File: config.mk
export PLATFORM = sky130hd
export DESIGN_NAME = mem_issue_queue
export DESIGN_NICKNAME = d
export VERILOG_FILES = /design/src/rtl/mem_issue_queue.sv
export SDC_FILE = /design/constraint.sdc
export NUM_CORES = 2
export LEC_CHECK = 0
export CORE_MARGIN = 8
export CORE_UTILIZATION = 50
export DETAILED_ROUTE_END_ITERATION = 10
export HOLD_SLACK_MARGIN = 0.05
export PLACE_DENSITY = 0.67
export SLEW_MARGIN = 25
export SYNTH_ARGS = -nofsm -noshare
export SYNTH_HDL_FRONTEND = slang
export SYNTH_SLANG_ARGS = --single-unit
File: constraint.sdc
create_clock -name clk -period 37 [get_ports clk]
set_clock_uncertainty 0.05 [all_clocks]
set_input_delay 7.4 -clock clk [delete_from_list [all_inputs] [get_ports clk]]
set_output_delay 7.4 -clock clk [all_outputs]
set_load 0.05 [all_outputs]
File: src/rtl/mem_issue_queue.sv
// In-order issue queue for memory ops: entries wait on source-tag wakeups,
// and stores additionally wait until they are the oldest in-flight instruction.
module mem_issue_queue #(
  parameter int DEPTH     = 16,
  parameter int PREG_W    = 6,
  parameter int ROB_W     = 5,
  parameter int PAYLOAD_W = 96,
  parameter int NUM_WAKE  = 2
) (
  input  logic                       clk,
  input  logic                       rst,
  input  logic                       flush,
  input  logic                       enq_valid,
  output logic                       enq_ready,
  input  logic                       enq_is_store,
  input  logic [PREG_W-1:0]          enq_ps1,
  input  logic [PREG_W-1:0]          enq_ps2,
  input  logic                       enq_ps1_rdy,
  input  logic                       enq_ps2_rdy,
  input  logic [ROB_W-1:0]           enq_rob,
  input  logic [PAYLOAD_W-1:0]       enq_payload,
  input  logic [NUM_WAKE-1:0]        wake_valid,
  input  logic [NUM_WAKE*PREG_W-1:0] wake_preg,
  input  logic [ROB_W-1:0]           rob_head,
  output logic                       iss_valid,
  input  logic                       iss_ready,
  output logic                       iss_is_store,
  output logic [ROB_W-1:0]           iss_rob,
  output logic [PAYLOAD_W-1:0]       iss_payload,
  output logic [$clog2(DEPTH):0]     count
);

  localparam int PTR_W = $clog2(DEPTH);
  localparam int CNT_W = PTR_W + 1;

  logic [PTR_W-1:0]     head_reg, tail_reg;
  logic [CNT_W-1:0]     count_reg;
  logic [DEPTH-1:0]     valid_reg, rdy1_reg, rdy2_reg;
  logic [DEPTH-1:0]     hit1, hit2;
  logic [PREG_W-1:0]    ps1_mem [DEPTH];
  logic [PREG_W-1:0]    ps2_mem [DEPTH];
  logic                 store_mem [DEPTH];
  logic [ROB_W-1:0]     rob_mem [DEPTH];
  logic [PAYLOAD_W-1:0] payload_mem [DEPTH];

  logic full, empty, do_enq, do_deq, enq_rdy1, enq_rdy2;

  function automatic logic wake_match(input logic [NUM_WAKE-1:0]        v,
                                      input logic [NUM_WAKE*PREG_W-1:0] p,
                                      input logic [PREG_W-1:0]          tag);
    logic hit;
    hit = 1'b0;
    for (int k = 0; k < NUM_WAKE; k++) begin
      if (v[k] && p[k*PREG_W +: PREG_W] == tag) hit = 1'b1;
    end
    return hit;
  endfunction

  genvar gi;
  generate
    for (gi = 0; gi < DEPTH; gi++) begin : g_wake
      assign hit1[gi] = wake_match(wake_valid, wake_preg, ps1_mem[gi]);
      assign hit2[gi] = wake_match(wake_valid, wake_preg, ps2_mem[gi]);
    end
  endgenerate

  assign full      = (count_reg == CNT_W'(DEPTH));
  assign empty     = (count_reg == '0);
  assign enq_ready = !full;
  assign count     = count_reg;

  assign iss_is_store = store_mem[head_reg];
  assign iss_rob      = rob_mem[head_reg];
  assign iss_payload  = payload_mem[head_reg];

  // Stores may only leave once they are the oldest instruction in the machine.
  assign iss_valid = !empty && rdy1_reg[head_reg] && rdy2_reg[head_reg] &&
                     (!store_mem[head_reg] || rob_mem[head_reg] == rob_head) && !flush;

  assign do_enq = enq_valid && enq_ready && !flush;
  assign do_deq = iss_valid && iss_ready;

  // Tag 0 is the hardwired zero register and never needs a wakeup.
  assign enq_rdy1 = enq_ps1_rdy || (enq_ps1 == '0) || wake_match(wake_valid, wake_preg, enq_ps1);
  assign enq_rdy2 = enq_ps2_rdy || (enq_ps2 == '0) || wake_match(wake_valid, wake_preg, enq_ps2);

  always_ff @(posedge clk) begin
    if (rst || flush) begin
      head_reg  <= '0;
      tail_reg  <= '0;
      count_reg <= '0;
      valid_reg <= '0;
      rdy1_reg  <= '0;
      rdy2_reg  <= '0;
    end else begin
      for (int i = 0; i < DEPTH; i++) begin
        if (valid_reg[i] && hit1[i]) rdy1_reg[i] <= 1'b1;
        if (valid_reg[i] && hit2[i]) rdy2_reg[i] <= 1'b1;
      end
      // Head and tail never coincide when both fire: that needs 0 < count < DEPTH.
      if (do_deq) begin
        valid_reg[head_reg] <= 1'b0;
        rdy1_reg[head_reg]  <= 1'b0;
        rdy2_reg[head_reg]  <= 1'b0;
        head_reg            <= head_reg + PTR_W'(1);
      end
      if (do_enq) begin
        valid_reg[tail_reg] <= 1'b1;
        rdy1_reg[tail_reg]  <= enq_rdy1;
        rdy2_reg[tail_reg]  <= enq_rdy2;
        tail_reg            <= tail_reg + PTR_W'(1);
      end
      count_reg <= count_reg + CNT_W'(do_enq) - CNT_W'(do_deq);
    end
  end

  // Entry contents are only meaningful while valid, so they carry no reset.
  always_ff @(posedge clk) begin
    if (do_enq && !rst) begin
      ps1_mem[tail_reg]     <= enq_ps1;
      ps2_mem[tail_reg]     <= enq_ps2;
      store_mem[tail_reg]   <= enq_is_store;
      rob_mem[tail_reg]     <= enq_rob;
      payload_mem[tail_reg] <= enq_payload;
    end
  end

  always_ff @(posedge clk) begin
    if (!rst) begin
      assert (!(do_enq && full));
      assert (!(do_deq && empty));
      assert (count_reg <= CNT_W'(DEPTH));
    end
  end

endmodule

==> impl_metrics.ini <==
[place]
dp_hpwl_um = 89500
port_buffers = 248
post-place-ws_ns = 19.63
gp_congestion = 0.805
dpl.cell_count = 5646

[floorplan]
die_area_mm2 = 0.163
die_w_um = 404
io_pins = 249
rows = 142
die_y_um = 404
initial_utilization = 0.502
core_area_mm2 = 0.150

[global_routing]
antenna_found_initial = 28
grt_pass1_vias = 37419
grt_pass1_wl_um = 257000
grt_max_degree = 118
grtUsageTotal = 0.214
overflow = 0

[yosys]
postSynthAreaPerCell_um2 = 21.6
async_flop_share = 0
syn_area_mm2 = 0.0751
yosysUniqueCellTypes = 58
synth_edf_count = 1824
yosysSeqAreaShare = 0.746
synth_seq_cells = 1889
syn_inst = 3485
yosysWarningCount = 0
synthFlopType = edfxtp_1
synth_nets = 3640

[drt]
dr.pass1.iters = 5
vias = 36053
post_drt_via_cell_ratio = 6.00
drc = 0
ant_nets = 0
finalWirelength_um = 176000
drtIter0Drc = 3300
wire_per_inst_um = 29.3

[cells_and_area]
layout-drive-gt1-share = 0.227
nFillCells = 10935
largestRegisters = payload_mem x1536, ps1_mem x96, ps2_mem x96
largest_register = payload_mem
area_delta_synth_final_pct = 14.9
multi_input_area_mm2 = 0.0183
nets = 3979
layout.cells.non_filler = 6011
seqCellArea_mm2 = 0.0561
largest_reg_flops = 1536
fin_util = 0.577

[clock_network]
clock-sinks = 1889
cts_hold_buf = 0
cts_tree = yes
clockBufferDepth = 3
cts_buffers = 190
clk_pin_slew_ns = 0.06
clockRootBuffer = clkbuf_16
post_cts_resized = 0
post-cts-setup-buffers = 0
clock_latency_ns = 0.80
htree_levels = 4

[sta]
period_needed_ns = 17.36
tns_ns = 0
fmax_ghz = 0.0576
slew_violations = 0
rsz0062_at_grt = no
finalCritPeriodShare = 0.469
setup_violations = 0
max_slew_margin = 0.280
tightest_slew_ns = 1.08
hold_viol = 0
fin_ws_ns = 19.64

[critical_path]
cp_top_family = buffers and inverters
path_cells = clkdlybuf4s50_1 -> or2_2 -> a2bb2oi_1 -> a211oi_2 -> a41o_1 -> buf_4 -> clkdlybuf4s50_1
r2r_slack_ns = 30.75
path_class = primary input to output port
crit_required_ns = 29.55
reg2reg_depth = 18
crit_slowest_cell = clkdlybuf4s50_1
arrival_ns = 9.91
max_stage_delay_ns = 0.87
path_buf_inv = 3
timing.rr.end = count[4]$_SDFF_PP0_
cp_num_cells = 7
end_kind = output port
crit_end = iss_valid
cp_common_cell = clkdlybuf4s50_1
start_kind = primary input
startpoint = rob_head[0]
worstPathMaxFanout = 27

[run_status]
status = finished, final reports clean

[power_and_ir_drop]
p_leak_nw = 26.0
power.density_mw_per_mm2 = 50.2
vdd_ir_drop_max_uv = 40.5

[min_path]
whs_path_depth = 1
min_from = valid_reg[0]$_SDFF_PP0_
worstHoldPathType = register to register

[run]
cap_violations = 0
[cell usage after synthesis (all sizes together) (5+ instances only)]
| cell | instances | area share |
|---|---|---|
| nor3 | 16 | 0.0011 |
| or4 | 16 | 0.0016 |
| a21o | 8 | 0.00080 |
| edfxtp | 1824 | 0.73 |
| o21ai | 38 | 0.0025 |
| buf | 63 | 0.0042 |
| o2bb2ai | 10 | 0.0012 |
| a32o | 12 | 0.0016 |
| dfxtp | 65 | 0.017 |
| a31o | 9 | 0.0010 |
| and2 | 10 | 0.00083 |
| nand2 | 23 | 0.0011 |
| nand4 | 70 | 0.0058 |
| mux4 | 512 | 0.15 |
| nor4 | 43 | 0.0036 |
| ha | 14 | 0.0023 |
| nor2 | 42 | 0.0021 |
| o22ai | 5 | 0.00042 |
| xor2 | 174 | 0.020 |
| nor2b | 8 | 0.00067 |
| nand3 | 33 | 0.0025 |
| mux2i | 11 | 0.0015 |
| clkbuf | 128 | 0.0064 |
| xnor2 | 241 | 0.028 |
| a211oi | 5 | 0.00063 |
| a31oi | 7 | 0.00058 |
| nand2b | 19 | 0.0016 |
| inv | 14 | 0.00070 |
| a21oi | 28 | 0.0019 |
[per-stage QoR]
step	instance area (µm²)	hold WS, ns	power, W
final	86300	0.428	0.00433
after global routing	86300	0.446	0.00446
after CTS	86200	0.433	0.00437
after detailed placement	80100	0.417	0.00252
after global placement	80100	0.412	0.00252
after floorplan	75100	0.386	0.00245
[worst min-delay path by stage]
| stage | end | slack (ns) |
|---|---|---|
| 2_1_floorplan | valid_reg[0]$_SDFF_PP0_ | 0.39 |
| 3_3_place_gp | valid_reg[0]$_SDFF_PP0_ | 0.41 |
| 3_5_place_dp | valid_reg[0]$_SDFF_PP0_ | 0.42 |
| 4_1_cts | valid_reg[0]$_SDFF_PP0_ | 0.43 |
| 5_1_grt | valid_reg[0]$_SDFF_PP0_ | 0.45 |
| 6_report | valid_reg[0]$_SDFF_PP0_ | 0.43 |
[where the power goes]
group	switching [W]	internal [W]
clock	0.000801	0.00105
combinational	0.0000823	0.0000414
sequential	0.00000175	0.00235
[layout by cell type (no fill, tap or decap), types with 47 or more instances in the layout]
cell type        synthesis  routed
buf_4                    1      79
mux4_2                 504     504
clkbuf_1               128      47
xnor2_1                241     241
clkdlybuf4s50_1          0     235
dfxtp_1                 65      61
edfxtp_1              1824    1824
clkinv_1                 0      50
nand4_1                 70      70
xor2_1                 174     174
clkbuf_16                0     193
[logic make-up (layout without fill, tap and decap cells)]
logic type / Yosys count / count (layout) / synth area share
other: 0 / 7 / 0
AND/OR/NAND/NOR: 291 / 291 / 0.0223
multiplexers: 526 / 526 / 0.156
adder cells (fa/ha/maj): 15 / 15 / 0.00260
flip-flops: 1889 / 1889 / 0.746
AO/OA/AOI/OAI: 144 / 144 / 0.0132
buffers and inverters: 205 / 708 / 0.0113
XOR/XNOR: 415 / 415 / 0.0484
[layout make-up]
class / instances / share of cell area
well taps: 2016 / 0.0292
diodes: 7 / 0.000203
repair buffers: 338 / 0.0372
clock buffers: 240 / 0.0580
multi-input cells: 1391 / 0.212
inverters: 14 / 0.000609
flip-flops and latches: 1889 / 0.650
clock inverters: 116 / 0.0124
[layer usage]
layer,global-route usage,vias to the layer above,share of wire,wire length [µm]
met5,0,-,0.00080,141
met4,0.0570,22,0.021,3750
met3,0.0438,275,0.072,12700
met2,0.350,1280,0.49,86500
met1,0.298,19318,0.41,72900
li1,-,15158,-,-
(Power assumes the default switching activity.)
